<file path="src/rtl/arith_chain_ctrl.sv">
// Sequenced multiply/add/subtract chain: f = (X*Y + d - Y) mod 2^W.
// All arithmetic goes through one shared (2W+1)-bit adder/subtractor.
module arith_chain_ctrl #(
  parameter int WIDTH = 4
) (
  input  logic               Clk,
  input  logic               Rst_n,
  input  logic               start,
  input  logic [WIDTH-1:0]   X,
  input  logic [WIDTH-1:0]   Y,
  input  logic [WIDTH-1:0]   d,
  output logic               busy,
  output logic               done,
  output logic [WIDTH-1:0]   c,
  output logic [2*WIDTH-1:0] c_full,
  output logic [WIDTH-1:0]   e,
  output logic [WIDTH-1:0]   f,
  output logic               c_ovf,
  output logic               e_carry,
  output logic               f_borrow
);
  localparam int W  = WIDTH;
  localparam int AW = 2 * W + 1;
  localparam int CW = (W > 1) ? $clog2(W) : 1;

  typedef enum logic [2:0] {IDLE, MUL, ADD, SUB, DONE} state_t;

  state_t        state, nextState;
  logic [W-1:0]  xReg, yReg, dReg;
  logic [2*W-1:0] acc;
  logic [CW-1:0] bitCnt;

  logic [AW-1:0] opA, opB, sum;
  logic          subSel;

  // Operand selection for the shared adder; subtraction is a + ~b + 1.
  always_comb begin
    opA    = '0;
    opB    = '0;
    subSel = 1'b0;
    case (state)
      MUL: begin
        opA = AW'(acc);
        opB = yReg[bitCnt] ? (AW'(xReg) << bitCnt) : '0;
      end
      ADD: begin
        opA = AW'(acc[W-1:0]);
        opB = AW'(dReg);
      end
      SUB: begin
        opA    = AW'(e);
        opB    = AW'(yReg);
        subSel = 1'b1;
      end
      default: ;
    endcase
  end

  assign sum = opA + (subSel ? ~opB : opB) + AW'(subSel);

  always_comb begin
    nextState = state;
    case (state)
      IDLE:    if (start) nextState = MUL;
      MUL:     if (bitCnt == CW'(W - 1)) nextState = ADD;
      ADD:     nextState = SUB;
      SUB:     nextState = DONE;
      DONE:    nextState = IDLE;
      default: nextState = IDLE;
    endcase
  end

  assign busy = (state != IDLE);
  assign done = (state == DONE);

  always_ff @(posedge Clk or negedge Rst_n) begin
    if (!Rst_n) begin
      state    <= IDLE;
      xReg     <= '0;
      yReg     <= '0;
      dReg     <= '0;
      acc      <= '0;
      bitCnt   <= '0;
      c        <= '0;
      c_full   <= '0;
      e        <= '0;
      f        <= '0;
      c_ovf    <= 1'b0;
      e_carry  <= 1'b0;
      f_borrow <= 1'b0;
    end else begin
      state <= nextState;
      case (state)
        IDLE: if (start) begin
          xReg   <= X;
          yReg   <= Y;
          dReg   <= d;
          acc    <= '0;
          bitCnt <= '0;
        end
        MUL: begin
          acc    <= sum[2*W-1:0];
          bitCnt <= bitCnt + CW'(1);
        end
        ADD: begin
          c_full  <= acc;
          c       <= acc[W-1:0];
          c_ovf   <= |acc[2*W-1:W];
          e       <= sum[W-1:0];
          e_carry <= sum[W];
        end
        SUB: begin
          f        <= sum[W-1:0];
          // Zero-extended operands: the top bit is set only when e < Y.
          f_borrow <= sum[AW-1];
        end
        default: ;
      endcase
    end
  end
endmodule
</file>
<file path="config.mk">
export PLATFORM = sky130hd
export DESIGN_NAME = arith_chain_ctrl
export DESIGN_NICKNAME = d
export VERILOG_FILES = /design/src/rtl/arith_chain_ctrl.sv
export SDC_FILE = /design/constraint.sdc
export NUM_CORES = 1
export LEC_CHECK = 0
export CORE_MARGIN = 8
export CORE_UTILIZATION = 53
export DETAILED_ROUTE_END_ITERATION = 8
export PLACE_DENSITY = 0.9
export SLEW_MARGIN = 20
export SYNTH_ARGS = -nofsm -noshare
export SYNTH_HDL_FRONTEND = slang
export SYNTH_SLANG_ARGS = --single-unit
</file>
<file path="constraint.sdc">
create_clock -name Clk -period 4 [get_ports Clk]
set_input_delay 0.8 -clock Clk [delete_from_list [all_inputs] [get_ports Clk]]
set_output_delay 0.8 -clock Clk [all_outputs]
set_load 0.05 [all_outputs]
</file>
== Word level (Yosys, flattened, before mapping) ==
Cells that the tools add are included.
Cells by class
  shift operators: 1
  add/sub/neg operators: 3
  magnitude comparators: 1
  eq/ne operators: 7
  mux-type cells: 14
  bitwise logic cells: 1
  reductions and logical operators: 7
Operators with widths (count)
  $pmux 9 s3: 1
  $pmux 8 s3: 1
  $mux 9: 2
  $pmux 8 s2: 1
  $pmux 3 s4: 1
  $add 9x1->9: 1
  $add 9x9->9: 1
  $not 9->9: 1
  $shl 4x2->9: 1
  $mux 8: 1
  $eq 3x2->1 const B: 2
  $mux 3: 2
  $reduce_and 2->1: 3
  $ne 2x2->1 const B: 2
  $pmux 2 s2: 1
  $reduce_or 4->1: 1
  $eq 3x1->1 const B: 1
  $eq 3x3->1 const B: 1
  $logic_not 3->1: 1
  $lt 2x3->1 const B: 1
  $reduce_bool 3->1: 1
  $add 2x1->2 const B: 1
  $bmux 1 s2: 1
  $eq 2x2->1 const B: 1
  3 further kinds: 4
Storage, ports and cells
  output and inout bits: 25
  flip-flop bits (word level): 48

== Logic depth before layout (Yosys ltp) ==
Gate-level depths: netlist (run 1).
  depth in word-level cells: 9
  depth in mapped cells: 12

== Least setup slack after synthesis (run 1) ==
Ideal clock, no wire load.
  kind: register to register
  start: register bitCnt[0]
  end: register acc[7]
  data arrival time: 2832 ps
  cell stages (with the launch flop): 11
  library setup time: 116 ps
  period minus slack after synthesis: 2947 ps
  data required time: 3884 ps
  setup slack: 1053 ps
  cell sequence: dfrtp_1 > clkbuf_1 > mux4_2 > nand2_1 > o221ai_1 > ha_1 > o21a_1 > nor2_1 > or4_1 > o21a_1 > o311ai_0
On the way
  cells in the longest elaborated chain, start to end: 9
  elaborated cells between the ends (all ways): 10
  those cells by class: add/sub: 2; shift: 1; mux: 6; bitwise: 1
RTL lines
  from (decl): RTL line 31  | logic [CW-1:0] bitCnt;
  from (signal assigned): RTL line 103  | bitCnt <= bitCnt + CW'(1);
  $bmux 1 s2: RTL line 44  | opB = yReg[bitCnt] ? (AW'(xReg) << bitCnt) : '0;
  $mux 1 (not written as such): RTL line 44
  $mux 9 (*): RTL line 44
  $pmux 9 s3 (*): RTL line 41  | case (state)
  $not 9->9: RTL line 59  | assign sum = opA + (subSel ? ~opB : opB) + AW'(subSel);
  $mux 9 (*): RTL line 59
  $add 9x9->9 (*): RTL line 59
  $add 9x1->9 (*): RTL line 59
  $pmux 8 s2 (*): RTL line 93  | case (state)
  to (signal assigned): RTL line 102  | acc <= sum[2*W-1:0];
  to (decl): RTL line 30  | logic [2*W-1:0] acc;
Mark *: on every way between the ends. The rest lies on a longest branch, timed or not. The select of a mux whose other input is x is not followed.
A chain may end at the register's enable or synchronous reset.

== Final worst setup path (run 1) ==
  start: register state[0]
  end: register acc[7]
On the way
  cells in the longest elaborated chain, start to end: 7
  elaborated cells between the ends (all ways): 15
  those cells by class: add/sub: 2; eq/ne: 4; mux: 5; bitwise: 1; reduce/logical: 3
RTL lines
  from (decl): RTL line 28  | state_t state, nextState;
  from (signal assigned): RTL line 92  | state <= nextState;
  $eq 3x2->1 / $eq 3x1->1 (equally long branches): RTL line 41, 93
  $pmux 9 s3: RTL line 41
  $not 9->9: RTL line 59
  $mux 9: RTL line 59
  $add 9x9->9: RTL line 59
  $add 9x1->9: RTL line 59
  $pmux 8 s2: RTL line 93
Parallel ways exist; a longest one is shown, timed or not.

==> results of run 1 <==
-- state kept, by name (all words and copies together), names as in the netlist, 2 cells and up --
register / flops
dReg: 4
yReg: 4
acc: 8
f: 4
c: 3
state: 3
bitCnt: 2
e: 4
c_full: 5
xReg: 4
-- critical path, delay by kind of cell (launching register included) --
kind	cells	cell delay (ps)
adder cells (fa/ha/maj)	1	270
AND/OR/NAND/NOR	3	1140
flip-flops	1	620
AO/OA/AOI/OAI	4	1080
-- metal layers --
layer | wire length (um) | track usage, % | part of all wire, %
met5 | 0 | 0 | 0
met4 | 69 | 4.531 | 1.3
met3 | 335 | 4.488 | 6.3
met2 | 2458 | 23.42 | 47
met1 | 2422 | 19.90 | 46
-- layout make-up --
class	instances	share of cell area, %
flip-flops and latches	44	37.54
multi-input cells	191	42.83
well taps	54	2.304
inverters	6	0.7679
clock inverters	1	0.1706
repair buffers	42	13.91
clock buffers	6	2.474
-- stage by stage --
stage / setup slack, ps / util [%] / cells / instance area (um^2)
after floorplan: 1053 / - / 260 / 2485
after CTS: 792.9 / 63.35 / 344 / 2933
after global placement: 1009 / 61.68 / 337 / 2855
final: 775.7 / 63.35 / 344 / 2933
after detailed placement: 817.7 / 61.68 / 337 / 2855
after global routing: 565.4 / 63.35 / 344 / 2933
-- cells by family after synthesis --
family | share of synthesized area (%)
multiplexers | 10.22
adder cells (fa/ha/maj) | 4.834
XOR/XNOR | 1.410
flip-flops | 44.31
AND/OR/NAND/NOR | 17.02
buffers and inverters | 5.136
AO/OA/AOI/OAI | 17.07
-- cells in the final DEF (no fill, tap or decap), types with 3 or more instances in the layout --
cell / n
mux2_2: 15
or4_1: 3
clkdlybuf4s50_1: 38
nor2_1: 13
o21a_1: 3
buf_4: 3
and3_1: 4
nand2_1: 52
and2_1: 4
a21oi_1: 9
inv_1: 6
ha_1: 8
a211oi_1: 3
a31oi_1: 6
dfrtp_1: 44
xnor2_1: 4
clkbuf_8: 5
mux2i_1: 4
o21bai_1: 3
nand3_1: 4
o21ai_0: 23
o211ai_1: 3
a22oi_1: 3
-- final timing paths --
check	start	to	slack, ps	cells past startpoint
setup / recovery	state[0]	acc[7]	780	8
hold / removal	c_full[4]	c_full[4]	480	2
setup reg to reg	state[0]	acc[7]	780	8
hold reg to reg	c_full[4]	c_full[4]	480	2
max in group asynchronous	Rst_n	state[2]	2760	1
min in group asynchronous	Rst_n	c_full[3]	650	1
==> out/metrics.yaml, run 1 <==
outcome:
  status: "complete, no violations"
sta:
  holdWs_ps: 482.7
  min_period_over_period_pct: 80.61
  setup-tns-final_ps: 0
  rsz0062_at_grt: "false"
  hold_violations: 0
  setup_violations: 0
  slew_violations: 0
  fin_skew_ps: 4.307
  fmax_mhz: 310.1
  min_period_ps: 3224
  slew_headroom_pct: 37.33
  worst_slew_pin_slew_ps: 940.0
placed_design:
  placement.io_buffers: 39
  gp_congestion: 0.9155
  hpwlAfterDp_mm: 3.875
critical_path:
  cp-end-kind: "flip-flop"
  cp_data_arrival_time_ps: 3410
  startpoint_type: "flip-flop"
  cp.required_ps: 4180
  path_cells: "or3b_1, o31ai_1, ha_1, o21a_1, nor2_1, or4_1, o21a_1, o311ai_0"
  crit_path_top_delay_cell: "dfrtp_1"
  crit_fanout: 17
  crit_top_cell: "o21a_1"
  critPathMaxStageDelay_ps: 620
  worstSetupPathType: "reg -> reg"
global_route:
  first_global_vias: 1923
  grt_usage_pct: 15.16
  grt_pass1_wl_mm: 9.094
  antenna_found_initial: 0
  grt.overflow.total: 0
  grt_max_degree: 45
route:
  via_per_inst: 5.826
  dr.pass1.iters: 4
  drtIter0Drc: 152
  drtAntennaViolNets: 0
  drc_errors: 0
  wirelength_mm: 5.286
  vias: 2004
  wl_per_cell_um: 15.37
synth:
  synth.distinct_cells: 42
  synth_top_area_share_pct: 44.31
  synth_ff_type: "dfrtp_1"
  yosysWarnings: 0
  syn-num-nets: 284
  synth.cell_area_um2: 2485
  seq_area_frac_synth_pct: 44.31
  synthCells: 260
  avgSynthCellArea_um2: 9.557
  synth-async-reset-ratio_pct: 100.0
  ys_ff_latch: 44
  yosysMostFrequentCell: "nand2_1"
  synth_edf_count: 0
  synthTopCellsByCount: "nand2_1 (52), dfrtp_1 (44), o21ai_0 (23)"
  ys_top_cells_by_area: "dfrtp_1 (44%), nand2_1 (7.9%), mux2_2 (6.8%)"
  yosysTopAreaCell: "dfrtp_1"
floorplan:
  fp.dieH_um: 84.47
  die_w_um: 84.47
  rows: 25
  initial_core_util_pct: 53.68
  ios: 40
  dieArea_um2: 7135
  core_um2: 4629
clock_tree:
  clkSinkCount: 44
  clk_latency_ps: 290
  cts_buffer_depth: 2
  post-cts-setup-buffers: 0
  clkTransAtPathRegs_ps: 80
  numCtsBuffers: 5
  postCtsHoldBufs: 0
  cts_resized: 0
  root_buffer: "clkbuf_8"
  cts_tree: "yes"
  h-tree-depth: 2
cells_and_area:
  multi_input_area_um2: 1256
  layout-drive-gt1-share_pct: 10.00
  seq_area_um2: 1101
  syn_to_final_growth_pct: 18.03
  fillers: 379
  nets: 314
  n_antenna_cell: 0
worst_hold_path:
  min_path_type: "reg -> reg"
job:
  maxCapViolations: 0
Power of run 1 is left out: the tool's default activity adds up to more than one toggle a clock period on the data nets, which glitch-free logic cannot reach.
==> inputs of run 2 (changes only) <==
- CORE_UTILIZATION: 53 -> 48
- PLACE_DENSITY: 0.9 -> 0.87
- clock period: 4 -> 2.9 ns (I/O delays scaled with it)
==> out/metrics.yaml, run 2 (synthesized netlist as in run 1, its figures left out) <==
outcome:
  status: "complete, no violations"
route:
  drtAntennaViolNets: 0
  via_per_inst: 5.573
  wl_per_cell_um: 15.85
  drc_errors: 0
  drtIter0Drc: 143
  vias: 2101
  wirelength_mm: 5.977
  dr.pass1.iters: 4
sta:
  hold_violations: 0
  setup_violations: 0
  slew_headroom_pct: 35.54
  min_period_ps: 2756
  fin_skew_ps: 11.42
  fmax_mhz: 362.9
  slew_violations: 0
  min_period_over_period_pct: 95.03
  holdWs_ps: 430.0
  worst_slew_pin_slew_ps: 966.9
clock_tree:
  clkSinkCount: 44
  clk_latency_ps: 300
  postCtsHoldBufs: 0
  h-tree-depth: 2
  cts_tree: "yes"
  root_buffer: "clkbuf_8"
  clkTransAtPathRegs_ps: 90
  cts_buffer_depth: 2
  numCtsBuffers: 5
global_route:
  grt_pass1_wl_mm: 9.535
  grt_max_degree: 45
  antenna_found_initial: 0
  first_global_vias: 2079
  grt_usage_pct: 15.47
  grt.overflow.total: 0
worst_hold_path:
  min_path_type: "in -> async"
placed_design:
  hpwlAfterDp_mm: 4.345
  placement.io_buffers: 39
  gp_congestion: 0.9132
  placed_area_um2: 2965
critical_path:
  worstSetupPathType: "reg -> reg"
  cp_data_arrival_time_ps: 2970
  setup.worst_path.start: "yReg[3]"
  cp.required_ps: 3110
  r2r-end: "acc[7]"
  crit_end: "acc[7]"
  critPathMaxStageDelay_ps: 500
  crit_path_top_delay_cell: "mux4_2"
  r2r_slack_ps: 140
  crit_buf_inv: 0
  cp.depth: 9
  r2r_start: "yReg[3]"
  rr_worst_depth: 9
  crit_top_cell: "o21a_1"
  cp_top_family: "compound AO/OA/AOI/OAI gates"
  crit_fanout: 5
  cp-end-kind: "flip-flop"
  path_cells: "mux4_2, nand2_1, o221ai_1, ha_1, o21a_1, nor2_1, or4_4, o21a_1, o311ai_2"
  startpoint_type: "flip-flop"
floorplan:
  fp.dieH_um: 87.95
  core_um2: 5042
  dieArea_um2: 7735
  rows: 26
  ios: 40
  initial_core_util_pct: 49.28
  die_w_um: 87.95
cells_and_area:
  fillers: 419
  reg.largest.list: "acc (8), c_full (5)"
  top_register: "acc"
  largest_reg_flops: 8
  n_antenna_cell: 0
  syn_to_final_growth_pct: 28.80
  final_cell_mix: "nand2_1 (52), dfrtp_1 (42), clkdlybuf4s50_1 (38), o21ai_0 (22), buf_4 (18)"
  layout-drive-gt1-share_pct: 18.24
  design_area_um2: 3201
  final_common_cell: "nand2_1"
  nets: 330
job:
  maxCapViolations: 0
[run 2: cell types whose count changed in the layout (fill, tap and decap cells not counted), sizes merged]
cell	previous run	this run
buf	4	20
clkbuf	6	5
bufinv	0	3
clkinv	1	0
[run 2: metrics by stage]
stage / cells / setup TNS [ps] / setup slack (ps) / util (%)
floorplan: 260 / 0 / 90.13 / -
global placement: 365 / 0 / 158.1 / 58.81
detailed placement: 365 / -20.16 / -20.16 / 58.81
CTS: 373 / 0 / 21.48 / 62.06
global route: 377 / -6.877 / -6.877 / 63.47
finish: 377 / 0 / 144.2 / 63.47
[run 2: how the worst min path moves through the flow]
stage	startpoint	endpoint	cells after the start
after CTS	Rst_n	xReg[3]	1
after global routing	Rst_n	xReg[3]	1
final	Rst_n	xReg[3]	1
after global placement	c_full[4]	c_full[4]	2
after floorplan	Rst_n	acc[0]	0
after detailed placement	f[0]	f[0]	2
[run 2: repair_timing]
| item | CTS | global route |
|---|---|---|
| pin swaps | 0 | 2 |
| endpoints found under the setup margin | 1 | 5 |
| setup buffers | 0 | 4 |
| resized for setup | 1 | 12 |
[run 2: layout make-up]
| class | count | area (um^2) | area share, % |
|---|---|---|---|
| repair buffers | 58 | 531.8 | 16.61 |
| well taps | 70 | 87.58 | 2.737 |
| multi-input cells | 191 | 1296 | 40.50 |
| clock inverters | 3 | 90.09 | 2.815 |
| clock buffers | 5 | 68.82 | 2.150 |
| flip-flops and latches | 44 | 1104 | 34.48 |
| inverters | 6 | 22.52 | 0.7037 |
[run 2: layer usage]
layer | share of wire (%) | track usage (%) | vias to the layer above
met5 | 0 | 0 | -
met4 | 1.0 | 6.094 | 0
met3 | 7.9 | 3.752 | 7
met2 | 49 | 25.85 | 80
met1 | 42 | 18.62 | 1010
li1 | - | - | 1004
Power of run 2 is left out for the same reason.
